--- src/rtl/riscv_fetch_queue.sv ---
// riscv_fetch_queue: in-order instruction fetch front end.
// Issues word fetches to a variable-latency instruction memory under a credit
// scheme that reserves a queue slot for every request in flight, buffers the
// returned words with their PCs, and presents the oldest one to IF/ID.
// A redirect empties the queue and marks every request still in flight for
// discard, so stale words never reach decode.
module riscv_fetch_queue #(
  parameter int          DEPTH           = 4,
  parameter int          MAX_OUTSTANDING = 2,
  parameter logic [63:0] RESET_PC        = 64'h0,
  parameter logic [31:0] NOP             = 32'h0000_0013
) (
  input  logic        clock,
  input  logic        reset,
  output logic        imem_req,
  output logic [63:0] imem_addr,
  input  logic        imem_ready,
  input  logic        imem_rvalid,
  input  logic [31:0] imem_rdata,
  output logic        ifid_valid,
  output logic [31:0] ifid_ir,
  output logic [63:0] ifid_pc,
  input  logic        stall,
  input  logic        redirect,
  input  logic [63:0] redirect_pc
);

  localparam int AW = $clog2(DEPTH);
  localparam int CW = $clog2(DEPTH + 1);
  localparam int OW = $clog2(MAX_OUTSTANDING + 1);

  logic [63:0]   fetch_pc;
  logic [63:0]   resp_pc;
  logic [AW-1:0] head;
  logic [AW-1:0] tail;
  logic [CW-1:0] count;
  logic [OW-1:0] outstanding;
  logic [OW-1:0] drop;

  logic [63:0]   pc_q [DEPTH];
  logic [31:0]   ir_q [DEPTH];

  logic          accept;
  logic          rsp;
  logic          push;
  logic          pop;
  logic [OW-1:0] out_next;
  logic [63:0]   redirect_base;

  // Masking keeps every redirect_pc bit in the expression; the low two are
  // forced to zero so fetches stay word aligned.
  assign redirect_base = redirect_pc & ~64'd3;

  // Credit check: a request is only issued if the queue can absorb its answer
  // on top of everything already buffered or in flight.
  assign imem_req = !reset && !redirect
                    && ((int'(count) + int'(outstanding)) < DEPTH)
                    && (int'(outstanding) < MAX_OUTSTANDING);
  assign imem_addr = fetch_pc;

  assign accept   = imem_req && imem_ready;
  // Responses with nothing in flight are spurious and ignored entirely.
  assign rsp      = imem_rvalid && (outstanding != '0);
  assign push     = rsp && (drop == '0) && !redirect;
  assign pop      = ifid_valid && !stall;
  assign out_next = outstanding + OW'(accept) - OW'(rsp);

  // Head of queue drives IF/ID directly; nothing combinational from imem_rdata.
  assign ifid_valid = (count != '0);
  assign ifid_ir    = ifid_valid ? ir_q[head] : NOP;
  assign ifid_pc    = ifid_valid ? pc_q[head] : 64'h0;

  // Control state: PCs, queue pointers, occupancy, in-flight and discard counts.
  always_ff @(posedge clock or posedge reset) begin
    if (reset) begin
      fetch_pc    <= RESET_PC;
      resp_pc     <= RESET_PC;
      head        <= '0;
      tail        <= '0;
      count       <= '0;
      outstanding <= '0;
      drop        <= '0;
    end else if (redirect) begin
      // Everything still in flight after this edge belongs to the old path.
      fetch_pc    <= redirect_base;
      resp_pc     <= redirect_base;
      head        <= '0;
      tail        <= '0;
      count       <= '0;
      outstanding <= out_next;
      drop        <= out_next;
    end else begin
      if (accept)
        fetch_pc <= fetch_pc + 64'd4;
      outstanding <= out_next;
      if (rsp && (drop != '0))
        drop <= drop - OW'(1);
      if (push) begin
        resp_pc <= resp_pc + 64'd4;
        tail    <= tail + AW'(1);
      end
      if (pop)
        head <= head + AW'(1);
      count <= count + CW'(push) - CW'(pop);
    end
  end

  // Queue payload storage; needs no reset since occupancy gates visibility.
  always_ff @(posedge clock) begin
    if (push) begin
      pc_q[tail] <= resp_pc;
      ir_q[tail] <= imem_rdata;
    end
  end

endmodule
--- config.mk ---
export PLATFORM = sky130hd
export DESIGN_NAME = riscv_fetch_queue
export DESIGN_NICKNAME = d
export VERILOG_FILES = /design/src/rtl/riscv_fetch_queue.sv
export SDC_FILE = /design/constraint.sdc
export NUM_CORES = 1
export LEC_CHECK = 0
export ABC_AREA = 1
export CAP_MARGIN = 20
export CORE_UTILIZATION = 53
export CTS_BUF_LIST = sky130_fd_sc_hd__clkbuf_4
export DETAILED_ROUTE_END_ITERATION = 7
export HOLD_SLACK_MARGIN = 0.1
export PLACE_DENSITY_LB_ADDON = 0.08
export SYNTH_ARGS = -nofsm -noshare
export SYNTH_HDL_FRONTEND = slang
export SYNTH_SLANG_ARGS = --single-unit
--- constraint.sdc ---
create_clock -name clock -period 5.3 [get_ports clock]
set_clock_uncertainty 0.2 [all_clocks]
set_input_delay 1.59 -clock clock [delete_from_list [all_inputs] [get_ports clock]]
set_output_delay 1.59 -clock clock [all_outputs]
set_load 0.005 [all_outputs]
Word level (Yosys, flattened, before mapping) --
Memories as Yosys holds them, arrays and structs flattened. Index checks and enable logic that the tools add are counted.
Operators by class: reduce and logical (&&, ||, !) cells 20, muxes and demuxes 15, $add $sub $neg 10, magnitude comparators 2
Operators with widths (number):
- two-way mux 64 bit | 5
- adder 64 x 3 -> 64 bit, second input constant | 2
- two-way mux 32 bit | 1
- two-way mux 2 bit | 6
- nonzero test 2 bit | 6
- logical AND 1 bit | 9
- adder 2 x 1 -> 2 bit, second input constant | 2
- adder 3 x 2 -> 4 bit | 1
- < comparator 4 x 3 -> 1 bit, second input constant | 1
- adder 3 x 1 -> 3 bit | 1
- logical NOT 1 bit | 3
- two-way mux 3 bit | 1
- nonzero test 3 bit | 1
- subtractor 3 x 1 -> 3 bit | 1
- adder 2 x 1 -> 2 bit | 1
- logical NOT 2 bit | 1
- < comparator 2 bit, second input constant | 1
- two-way mux 1 bit | 2
- subtractor 2 x 1 -> 2 bit | 1
- subtractor 2 x 1 -> 2 bit, second input constant | 1
Storage, ports and cells: bits in writable memories 384, logic and storage cells 56, memories kept 2, flip-flop bits (word level) 139, input bits 102, output and inout bits 162
Memory list:
- pc_q | words 4, bits a word 64, read ports 1, clocked after memory_dff 0, write ports 1, line 40 | logic [63:0] pc_q [DEPTH];
- ir_q | words 4, bits a word 32, read ports 1, clocked after memory_dff 0, write ports 1, line 41 | logic [31:0] ir_q [DEPTH];

Logic depth before layout (Yosys ltp) --
depth in word-level cells 8, gate-level depth with buffers 13, gate-level depth less buffers 12

Least setup slack after synthesis --
No wires, ideal clock.
path kind in2reg, start input port imem_rvalid, end memory ir_q[0][0], enable pin, library setup time 0.547 ns, stages on the path 6, slack -1.593 ns, required time 4.553 ns, arrival 6.146 ns, path buffers 1, cells stage by stage o21a_1 > nand2_1 > clkinv_1 > nand2_2 > buf_2 > nor2_1
Between the ends: cells in the longest elaborated chain, start to end 5
RTL lines:
- start: declaration | line 18 | input logic imem_rvalid,
- logical AND 1 bit | line 63 | assign rsp = imem_rvalid && (outstanding != '0);
- logical AND 1 bit (2 in a row) | line 64 | assign push = rsp && (drop == '0) && !redirect;
- two-way mux 1 bit | line 110 | if (push) begin
- two-way mux 1 bit (implied by the code) | line 112 | ir_q[tail] <= imem_rdata;
- end: declaration | line 41
No other way between the ends.

Worst setup path in the final report --
start register head[0], end output port ifid_pc[29]
Between the ends: cells in the longest elaborated chain, start to end 2
RTL lines:
- start: declaration | line 34 | logic [AW-1:0] head;
- start signal: assignment | line 103 | head <= head + AW'(1);
- memory (4 x 64 bit)
- two-way mux 64 bit | line 71 | assign ifid_pc = ifid_valid ? pc_q[head] : 64'h0;
- end: declaration | line 22 | output logic [63:0] ifid_pc,
No other way between the ends.

==> summary by stage <==
Status
The run finished with clean final reports.

Placement
Input and output buffers added on the ports amount to 257. OpenSTA, run right after detailed placement, puts the worst setup slack at between 0.5 and 0.6 ns. Routability-driven placement finished with a final weighted congestion of 0.949. Summing all placed instances gives a cell area of between 20,000 and 30,000 sq um. The placed wire-length estimate is 48.4 mm.

Timing
Across all setup checks in the final design, the least slack found is between 0.3 and 0.4 ns. Subtracting the final worst setup slack from the clock period gives 4.98 ns. The final-report max-slew violation count is 0. For the pin with the worst max-slew slack, the measured transition is 1.00 ns. The worst path uses 93.9% of the clock period. Setup violations remaining at the end of the flow were counted as 0. For this run, the top clock speed supported by timing is 201 MHz. In this run the tightest slew margin relative to its limit is 33.0%. The number of hold violations in the final report is 0. Setup repair after global routing left no endpoint under its margin.

Global route
The initial antenna violation count was 2. The maximum number of pins on one net before global-route repair is 119. The wire length of the first global-routing pass is 111 mm. The global-route congestion overflow total is 0.

The number of global-route vias before repair was 20,000. The total global routing track utilization is 31.1%.

Clock tree
TritonCTS built the clock tree. The master cell of the clock root buffer is sky130_fd_sc_hd__clkbuf_4. For this design, the CTS-stage hold fixing added 0 buffers.

The sink count of the clock tree is just over 500. The largest buffer count on any clock path is 3. The clock latency reported for the late side of the worst-skew pair is 0.94 ns. In this run the number of H-tree levels came out at 4.

The total clock buffers created by CTS is 131. The clock-pin slew on the worst setup and hold paths is approximately 0.06 ns.

Cells and area
The sequential cell area is roughly 15,000 sq um. The fraction of layout cells with a size suffix above 1 is 8.20%. The footprint of the multi-input gates is 8640 sq um. The layout has 3,829 filler cells. In the final design database the tool counted 3,206 nets. The layout overhead on the synthesized area is 19.9%.

The final core utilization is 64.7%. The area of all placed cells without fillers is 29,500 sq um.

Setup path
On the worst path, the slowest cell contributes a delay of 0.64 ns. Walking the worst path, the cells encountered are buf_16 > nor2_1 > nor2_1 > o21ai_0 > a21oi_1 > clkdlybuf4s50_1. The dominant cell type by count on the critical path is sky130_fd_sc_hd__nor2_1.

The slowest stage cell on the critical path is sky130_fd_sc_hd__dfrtp_4. The worst setup path is captured at an output pin. At the worst endpoint, the required time is around 3.5 ns.

Along the worst path, the maximum fanout reaches between 100 and 150. The worst setup path is launched from a flop. For the worst setup path, the data arrival time is 3.19 ns.

The path type of the worst setup path is reg -> out.

Synthesis
In the synthesized netlist the dominant register cell turns out to be sky130_fd_sc_hd__edfxtp_1. The fraction of synthesized cell area in xor and xnor cells is 2.06%. The share of flip-flops with an asynchronous set or reset after synthesis is 26.4%. The most frequently used cell type in the post-synthesis netlist is sky130_fd_sc_hd__nor2_1.

Of the synthesized area, sequential elements account for 59.6%. The number of storage elements in the synthesis netlist is 511. The mean instance size in the synthesized netlist is approximately 9 sq um. Ranked by instance count, the synthesized netlist is headed by sky130_fd_sc_hd__nor2_1, sky130_fd_sc_hd__nand2_1, sky130_fd_sc_hd__edfxtp_1. The number of distinct library cells after synthesis is 43.

The mux cell area share after synthesis is 0%. The mapped netlist covers 24,600 sq um. After synthesis, the cell types taking the most area are sky130_fd_sc_hd__edfxtp_1, sky130_fd_sc_hd__dfrtp_1, sky130_fd_sc_hd__nor2_1, sky130_fd_sc_hd__nand2_1, sky130_fd_sc_hd__o21ai_0.

The warning count from the yosys run is 0. Summing the areas of all compound-gate instances in the mapped netlist gives 8.76% of the synthesized area. The area share of and/or/nand/nor cells after synthesis is 23.4%.

Synthesis produced a netlist whose cell count is 2,775. The share of synthesized area in the top cell type comes to 45.9%. In this run, synthesis inferred 376 flip-flops with an integrated enable. The synthesized design spends more area on one cell type than any other, namely sky130_fd_sc_hd__edfxtp_1.

The main combinational cell family by area after synthesis is simple AND/OR/NAND/NOR gates. Summing the areas of all fa, ha and maj instances in the mapped netlist gives 0.692% of the synthesized area.

Flow run
The tool flagged a number of max-cap violations equal to 0.

Pwr
The maximum ir drop on the vdd rail is 0.276 mV. The total power draw is around 12,000 uW. For this design the ratio of total power to cell area is 403 nW/um^2.

The leakage power total is between 0.01 and 0.015 uW.

Floorplanning
The die covers ~47,000 sq um. From left edge to right edge, the die measures ~220 um. In this run the standard cell core region covers 45,600 sq um. In this run the vertical extent of the chip is 217 um.

The row count is 78. The starting utilization of the core area is a little over half. For this design the top-level I/O count stands at about 260.

Routing
The post-detailed-route count of antenna-violating nets is 0. The number of iterations in the first detailed-routing pass is 8. The number of remaining DRC errors is 0. The wire length after detailed routing is 72.4 mm. Summing over every cut layer, the via total after detailed routing is 20,500. In the routed layout, each cell is associated on average with a via count of ~5.4. In the final routed layout, each cell accounts on average for between 15 and 20 um. For this block, the initial DRC count from the detailed router was 1,969.

Min path
The class of the most critical hold timing path is reg -> reg.
-- cell usage in the layout, fill, tap and decap left out, drive strengths merged, types with 2 or more instances in the layout --
master,synthesis,layout
a21oi,103,103
a31oi,2,2
and2,2,2
buf,40,30
bufinv,0,3
clkbuf,67,189
clkdlybuf4s50,0,256
clkinv,3,31
clkinvlp,0,3
conb,1,4
dfrtp,135,135
diode,0,2
edfxtp,376,376
ha,12,12
inv,218,221
nand2,640,640
nand3,130,130
nand3b,4,4
nand4,21,21
nor2,644,644
nor3,6,6
o211ai,19,19
o21ai,279,279
o21bai,5,5
o311ai,3,3
or2,2,2
xnor2,30,30
xor2,28,28
-- worst paths after layout --
check                           startpoint  slack (ns)             to  depth (start not counted)
worst max-delay path               head[0]        0.32    ifid_pc[29]                          6
worst min-delay path               tail[0]        0.37        tail[0]                          1
worst max register to register    count[1]        2.47       count[2]                         11
worst min register to register     tail[0]        0.37        tail[0]                          1
max in group asynchronous            reset        2.90  imem_addr[21]                          3
min in group asynchronous            reset        1.01        head[1]                          2
-- power breakdown --
| group | internal (uW) | switching [uW] |
|---|---|---|
| Clock | 1780 | 1590 |
| Sequential | 4700 | 479 |
| Combinational | 1500 | 1840 |
-- cell type report --
type,count,share of cell area [%]
diodes,2,0.0170
clock buffers,188,4.78
clock inverters,37,0.801
inverters,221,2.89
multi-input cells,1939,29.3
flip-flops and latches,511,49.7
well taps,600,2.54
repair buffers,287,9.94
-- registers in the layout, indices dropped and copies added, names as in the netlist --
register,flops
count,3
outstanding,2
ir_q,128
head,2
imem_addr,62
drop,2
pc_q,248
tail,2
resp_pc,62
-- worst max-delay path: cells and delay by family (launching register included) --
family          cells  cell delay, ns
flops               1            0.64
buf+inv             2            0.95
compound gates      2            0.25
simple gates        2            0.25
-- logic make-up (layout without fill, tap and decap cells) --
| family | count (synthesis) | after routing |
|---|---|---|
| simple gates | 1450 | 1450 |
| xor+xnor | 58 | 58 |
| fa+ha+maj | 13 | 13 |
| buf+inv | 328 | 733 |
| flops | 511 | 511 |
| other cells | 1 | 6 |
| compound gates | 414 | 414 |
-- layer usage --
layer / wire length [um] / vias up / global-route usage [%]
met4: 2640 / 0 / 14.0
li1: - / 9838 / -
met2: 34300 / 763 / 50.0
met3: 4770 / 133 / 7.02
met1: 30600 / 9776 / 40.4
met5: 0 / - / 0
-- metrics by stage --
stage / std cells / TNS [ns] / hold WS, ns
floorplan: 2778 / -6.51 / 0.297
global placement: 3557 / 0 / 0.332
finish: 3785 / 0 / 0.366
detailed placement: 3557 / 0 / 0.360
CTS: 3782 / 0 / 0.371
global route: 3785 / 0 / 0.410
-- repair_timing --
action	in CTS	in global routing
setup buffers	0	1
gates resized for setup	0	3
setup endpoints to repair	0	36
(Power assumes the default switching activity.)
